File: config.mk
export PLATFORM = sky130hd
export DESIGN_NAME = taylor_io_host
export DESIGN_NICKNAME = d
export VERILOG_FILES = /design/src/rtl/taylor_io_host.sv
export SDC_FILE = /design/constraint.sdc
export NUM_CORES = 1
export LEC_CHECK = 0
export CORE_MARGIN = 8
export CORE_UTILIZATION = 50
export DETAILED_ROUTE_END_ITERATION = 8
export GPL_TIMING_DRIVEN = 0
export PLACE_DENSITY = 0.79
export RECOVER_POWER = 100
export SETUP_SLACK_MARGIN = 0.15
export SYNTH_ARGS = -nofsm -noshare
export SYNTH_HDL_FRONTEND = slang
export SYNTH_SLANG_ARGS = --single-unit
File: constraint.sdc
create_clock -name clk -period 14.4 [get_ports clk]
set_clock_uncertainty 0.05 [all_clocks]
set_input_delay 2.88 -clock clk [delete_from_list [all_inputs] [get_ports clk]]
set_output_delay 2.88 -clock clk [all_outputs]
set_load 0.1 [all_outputs]
File: src/rtl/taylor_io_host.sv
// rtl/taylor_io_host.sv - host-side adapter for the processor's one-hot integer I/O ports
module taylor_io_host #(
  parameter int NUIOIN = 4,
  parameter int NUIOOU = 4,
  parameter int NBIN   = 19,
  parameter int NBOUT  = 28,
  parameter int FDEPTH = 4
) (
  input  logic                    clk,
  input  logic                    rst,
  input  logic                    clr_err,
  input  logic [NUIOIN*NBIN-1:0]  src_data,
  input  logic [NUIOIN-1:0]       src_valid,
  output logic [NUIOIN-1:0]       src_ready,
  output logic [NBIN-1:0]         io_in,
  input  logic [NUIOIN-1:0]       req_in,
  input  logic [NBOUT-1:0]        io_out,
  input  logic [NUIOOU-1:0]       out_en,
  output logic [NUIOOU*NBOUT-1:0] snk_data,
  output logic [NUIOOU-1:0]       snk_valid,
  input  logic [NUIOOU-1:0]       snk_ready,
  output logic [NUIOIN-1:0]       underrun,
  output logic [NUIOOU-1:0]       overrun
);

  localparam int AW = $clog2(FDEPTH);

  logic [NBIN-1:0]          mem_q    [NUIOIN][FDEPTH];
  logic [AW:0]              wr_ptr_q [NUIOIN];
  logic [AW:0]              wr_ptr_d [NUIOIN];
  logic [AW:0]              rd_ptr_q [NUIOIN];
  logic [AW:0]              rd_ptr_d [NUIOIN];
  logic [NUIOIN-1:0]        empty, full, push, pop, req_oh;
  logic [NUIOIN-1:0]        underrun_q, underrun_d;
  logic [NUIOOU-1:0]        cap_oh;
  logic [NUIOOU-1:0]        snk_valid_q, snk_valid_d;
  logic [NUIOOU-1:0]        overrun_q, overrun_d;
  logic [NUIOOU*NBOUT-1:0]  snk_data_q, snk_data_d;

  // Multi-hot strobes collapse to their lowest set bit, so extra bits do nothing.
  assign req_oh = req_in & (~req_in + NUIOIN'(1));
  assign cap_oh = out_en & (~out_en + NUIOOU'(1));

  // FIFO status from the extra-MSB pointer scheme.
  always_comb begin
    empty = '0;
    full  = '0;
    for (int k = 0; k < NUIOIN; k++) begin
      empty[k] = (wr_ptr_q[k] == rd_ptr_q[k]);
      full[k]  = (wr_ptr_q[k][AW] != rd_ptr_q[k][AW]) &&
                 (wr_ptr_q[k][AW-1:0] == rd_ptr_q[k][AW-1:0]);
    end
  end

  assign src_ready = ~full;
  assign push      = src_valid & ~full;
  assign pop       = req_oh & ~empty;

  // Present the selected FIFO head; zero when nothing is requested or it is empty.
  always_comb begin
    io_in = '0;
    for (int k = 0; k < NUIOIN; k++) begin
      if (pop[k]) io_in = mem_q[k][rd_ptr_q[k][AW-1:0]];
    end
  end

  // Next pointers and sticky underrun; a same-cycle set beats clr_err.
  always_comb begin
    for (int k = 0; k < NUIOIN; k++) begin
      wr_ptr_d[k] = wr_ptr_q[k] + {{AW{1'b0}}, push[k]};
      rd_ptr_d[k] = rd_ptr_q[k] + {{AW{1'b0}}, pop[k]};
    end
    underrun_d = (underrun_q & ~{NUIOIN{clr_err}}) | (req_oh & empty);
  end

  // Output holding registers: capture wins over accept, overwrite of unaccepted data flags overrun.
  always_comb begin
    snk_data_d  = snk_data_q;
    snk_valid_d = cap_oh | (snk_valid_q & ~snk_ready);
    overrun_d   = (overrun_q & ~{NUIOOU{clr_err}}) | (cap_oh & snk_valid_q & ~snk_ready);
    for (int k = 0; k < NUIOOU; k++) begin
      if (cap_oh[k]) snk_data_d[k*NBOUT +: NBOUT] = io_out;
    end
  end

  // FIFO sample storage.
  always_ff @(posedge clk or posedge rst) begin
    if (rst) begin
      for (int k = 0; k < NUIOIN; k++) begin
        for (int e = 0; e < FDEPTH; e++) mem_q[k][e] <= '0;
      end
    end else begin
      for (int k = 0; k < NUIOIN; k++) begin
        if (push[k]) mem_q[k][wr_ptr_q[k][AW-1:0]] <= src_data[k*NBIN +: NBIN];
      end
    end
  end

  // Control state register; reset empties every FIFO and clears every holding register.
  always_ff @(posedge clk or posedge rst) begin
    if (rst) begin
      for (int k = 0; k < NUIOIN; k++) begin
        wr_ptr_q[k] <= '0;
        rd_ptr_q[k] <= '0;
      end
      underrun_q  <= '0;
      snk_data_q  <= '0;
      snk_valid_q <= '0;
      overrun_q   <= '0;
    end else begin
      for (int k = 0; k < NUIOIN; k++) begin
        wr_ptr_q[k] <= wr_ptr_d[k];
        rd_ptr_q[k] <= rd_ptr_d[k];
      end
      underrun_q  <= underrun_d;
      snk_data_q  <= snk_data_d;
      snk_valid_q <= snk_valid_d;
      overrun_q   <= overrun_d;
    end
  end

  assign snk_data  = snk_data_q;
  assign snk_valid = snk_valid_q;
  assign underrun  = underrun_q;
  assign overrun   = overrun_q;

endmodule

### Word-level counts from Yosys, hierarchy flattened

Cells that the tools add are included.

* output and inout port bits: 147
* bits of input ports: 123
* bits in registers: 452

* muxes and demuxes: 28
* $add $sub $neg: 10
* $lt $le $gt $ge: 12
* bitwise gates (word level): 27
* equal/unequal tests: 12
* reductions and logical operators: 8

Operator list (count)
* bitwise mux 76 bit: 4
* two-way mux 19 bit: 16
* binary-select mux 19 bit (select 2 bit): 4
* demux 19 bit (select 2 bit): 4
* AND 4 bit: 10
* adder 3 x 1 -> 3 bit: 8
* greater-or-equal comparator 3 bit (second input constant): 8
* NOT 2 -> 3 bit: 8
* NOT 4 bit: 6
* equality test 3 bit: 4
* less-than comparator 3 x 1 -> 1 bit (second input constant): 4
* bitwise OR 4 bit: 3
* adder 4 x 1 -> 4 bit (second input constant): 2
* equality test 2 bit: 4
* logical AND 1 bit: 8
* inequality test 1 bit: 4

### Depth between registers and ports, before layout

* word-level depth: 8
* gate-level depth with buffers: 7

### Worst setup path after synthesis

No wires, ideal clock.

* path kind: input-to-output
* from: in req_in[0]
* to: out io_in[0]
* setup slack: 6041 ps
* arrival time: 5429 ps
* data required time: 11470 ps
* stages on the path: 5
* path through: nor4b_1 o31ai_1 clkbuf_1 buf_2 a41oi_1

* cells in the longest elaborated chain, start to end: 8

RTL lines
* start: declaration: RTL line 16 `input logic [NUIOIN-1:0] req_in,`
* NOT 4 bit: RTL line 41 `assign req_oh = req_in & (~req_in + NUIOIN'(1));`
* adder 4 x 1 -> 4 bit: RTL line 41
* AND 4 bit *: RTL line 41
* AND 4 bit *: RTL line 57 `assign pop = req_oh & ~empty;`
* two-way mux 19 bit (3 in series): RTL line 63 `if (pop[k]) io_in = mem_q[k][rd_ptr_q[k][AW-1:0]];`
* two-way mux 19 bit *: RTL line 63
* end: declaration: RTL line 15 `output logic [NBIN-1:0] io_in,`

Every way passes the cells marked *; elsewhere a longest branch is shown, timed or not.

==> run summary <==
Outcome - finished with violations
Violated checks - capacitance limit, slew limit
Worst-path fanout max - 45
Number of synthesized flops with an enable pin - 0
HP Class - register to register
Post-CTS Hold Buffers - 0
Register bit total from synthesis - 452
R2R Setup Slk - 10900 ps
Final setup margin - 3925 ps
Setup_tns - 0 ps
Fin crit period - 10480 ps
ANT nets after route - 0
Hold Fails Final Rpt - 0
Vias - 12140
Power Density - 248.3 mW/mm^2
GRT Overall Usage - 21.62%
Final Instance Area - 0.02431 sq mm
Final period util - 72.75%
Fin cells - 2147
Yosys warns - 0
Root buffer cell - clkbuf_16
RSZ-0062 raised after global routing - no
Final setup vio count - 0
Static leakage - 10.30 nW
Clock latency on the worst-skew pair - 570 ps
Wire per inst - 23.48 um
Total power - 0.006038 W
Max Clock Freq - 95.46 MHz
PostCTS Resize Cnt - 0
H-tree depth - 2
Synthesized Nets - 1395
First drt pass iteration count - 5
Post-synth cell types - 43
Placer Congestion - 0.7924
Iter 0 DRT Violations - 562
Worst-margin pin slew - 2389 ps
Share of layout cells above drive strength 1 - 29.15%
Max-slew violation count - 421
First-pass GRT wire length - 78560 um
Initial antenna violation count - 10
Initial Util - 50.43%
Die width - 215.7 um
Final WL - 50400 um
Vias per std cell - 5.653
DP Cell Count - 2060
Post-Syn Instances - 1256
Sequential area share after synthesis - 56.71%
Setup crit end kind - async pin
Crit path DAT - 10610 ps
Pre-CTS setup slack - 4377 ps
Avg Inst Size Synth - 15.88 sq um
Final nets - 1724
# fillers - 2972
Post-CTS Repair Setup Buffers - 0
CTS buffer count - 48
Die Ht - 215.7 um
Largest net degree at the start of global routing - 46
Global route total overflow - 0
FFs w/ async S/R, synth - 100.0%
WS Path Type - input pin to async pin
Post-Place Cell Area - 0.02351 sq mm
Worst Path Required - 14530 ps
CTS Sinks - 452
CTS tree - built
DRC Markers - 0
Number of port buffers - 268
Slew HR - -59.23%
Area Growth Syn to Fin - 21.91%
Core Region - 0.03955 sq mm
Max clock buf depth - 3
Die area - 0.04654 sq mm
Critical Path Source Type - input pin
Peak supply drop - 0.2774 mV
Io pins - 270
Cell Area, Synth - 0.01995 sq mm
Max-cap check violation count - 12
HPWL Detailed - 37000 um
Worst-path clk slew - 60 ps
Predominant post-synthesis flop cell - dfrtp_1
Rows - 73
Vias in the first global route - 13160
-- per-stage QoR --
| step | util [%] | hold WS (ps) |
|---|---|---|
| 2_1_floorplan | - | 423.8 |
| 3_3_place_gp | 58.89 | 411.4 |
| 3_5_place_dp | 59.44 | 422.6 |
| 4_1_cts | 63.40 | 435.7 |
| 5_1_grt | 61.46 | 448.9 |
| 6_report | 61.48 | 426.2 |
-- worst max-delay path, stage by stage --
cell	delay, ps
dlygate4sd3_1	550
clkinvlp_2	870
clkbuf_1	1540
clkbuf_1	1560
clkbuf_1	1350
clkbuf_1	1780
-- cell usage after synthesis (2+ instances only) --
master | n | area (sq um)
nand3_1 | 20 | 100.1
and3_1 | 3 | 18.77
or3_1 | 4 | 25.02
buf_1 | 6 | 22.52
and3b_1 | 4 | 35.03
xnor2_1 | 4 | 35.03
o22ai_1 | 17 | 106.4
nand2_1 | 106 | 397.9
mux2_2 | 295 | 3322
buf_8 | 2 | 30.03
buf_2 | 11 | 55.05
mux2_4 | 93 | 1396
nor4b_1 | 2 | 17.52
inv_1 | 7 | 26.28
buf_6 | 17 | 191.4
xor2_1 | 19 | 166.4
nor3_1 | 3 | 15.01
buf_12 | 5 | 100.1
ha_1 | 16 | 200.2
nor3b_1 | 4 | 30.03
mux4_2 | 76 | 1712
a32o_1 | 4 | 40.04
nand3b_1 | 4 | 30.03
o2bb2ai_1 | 3 | 26.28
a41oi_1 | 18 | 157.7
dfrtp_1 | 452 | 11310
nand2b_1 | 3 | 18.77
a21o_1 | 2 | 15.01
buf_4 | 12 | 90.09
nor2_1 | 5 | 18.77
clkbuf_1 | 24 | 90.09
o31a_2 | 4 | 40.04
-- power by group --
part | switching (W) | internal (W)
logic | 0.00161 | 0.00110
registers | 0.000294 | 0.00181
clock network | 0.000502 | 0.000728
-- layout make-up --
type,count,area [sq um],share of cell area (%)
sequential,452,11310,46.52
multi-input combinational,720,7710,31.71
timing repair buffer,279,2724,11.20
clock buffer,65,1346,5.537
tap,525,656.9,2.702
buffer,77,312.8,1.286
clock inverter,19,219.0,0.9005
inverter,7,27.53,0.1132
antenna,3,7.507,0.03088
-- sequential cells by signal, indices dropped and copies added, names as in the netlist --
register   cells
mem_q        304
overrun        4
rd_ptr_q      12
snk_data     112
snk_valid      4
underrun       4
wr_ptr_q      12
-- metal layers --
layer	wire length, um	up-vias	GRT usage, %
met5	88	-	0
met4	1513	14	7.581
met3	3770	100	6.322
met2	24530	376	35.44
met1	20500	6352	27.19
li1	-	5296	-
-- cells by family (layout without fill, tap and decap cells) --
logic type	after synthesis	count (layout)	synth area share (%)
buffers and inverters	84	447	3.036
adders and majority gates	16	16	1.004
muxes	464	464	32.24
other	0	3	0
AOI/OAI and AO/OA	56	56	2.290
DFF	452	452	56.71
and+or+nand+nor	160	160	3.632
xor gates and xnor gates	24	24	1.092
-- layout by cell type, fill, tap and decap left out, drive strengths merged, types with 2 or more instances in the layout --
master           n
mux2           388
nor3b            4
clkinvlp         3
nor3             3
o2bb2ai          3
inv             11
dlygate4sd3    155
and3b            4
clkdlybuf4s50  113
or3              4
nand2          106
dfrtp          452
nor4b            2
xor2            20
a21o             2
nand2b           3
o22ai           17
o31a             5
a41oi           18
bufinv           4
nor2             5
mux4            76
diode            3
xnor2            4
clkbuf         141
nand3           20
buf             12
nand3b           4
a32o             4
clkinv           8
and3             4
ha              16
-- worst paths after layout --
path | start | to | depth (start not counted)
max | rst | mem_q[107] | 6
min | snk_data[67] | snk_data[67] | 2
max reg2reg | wr_ptr_q[3] | rd_ptr_q[5] | 6
min reg2reg | snk_data[67] | snk_data[67] | 2
max in group clk | req_in[0] | io_in[1] | 7
min in group asynchronous | rst | snk_data[90] | 2
(Power assumes the default switching activity.)
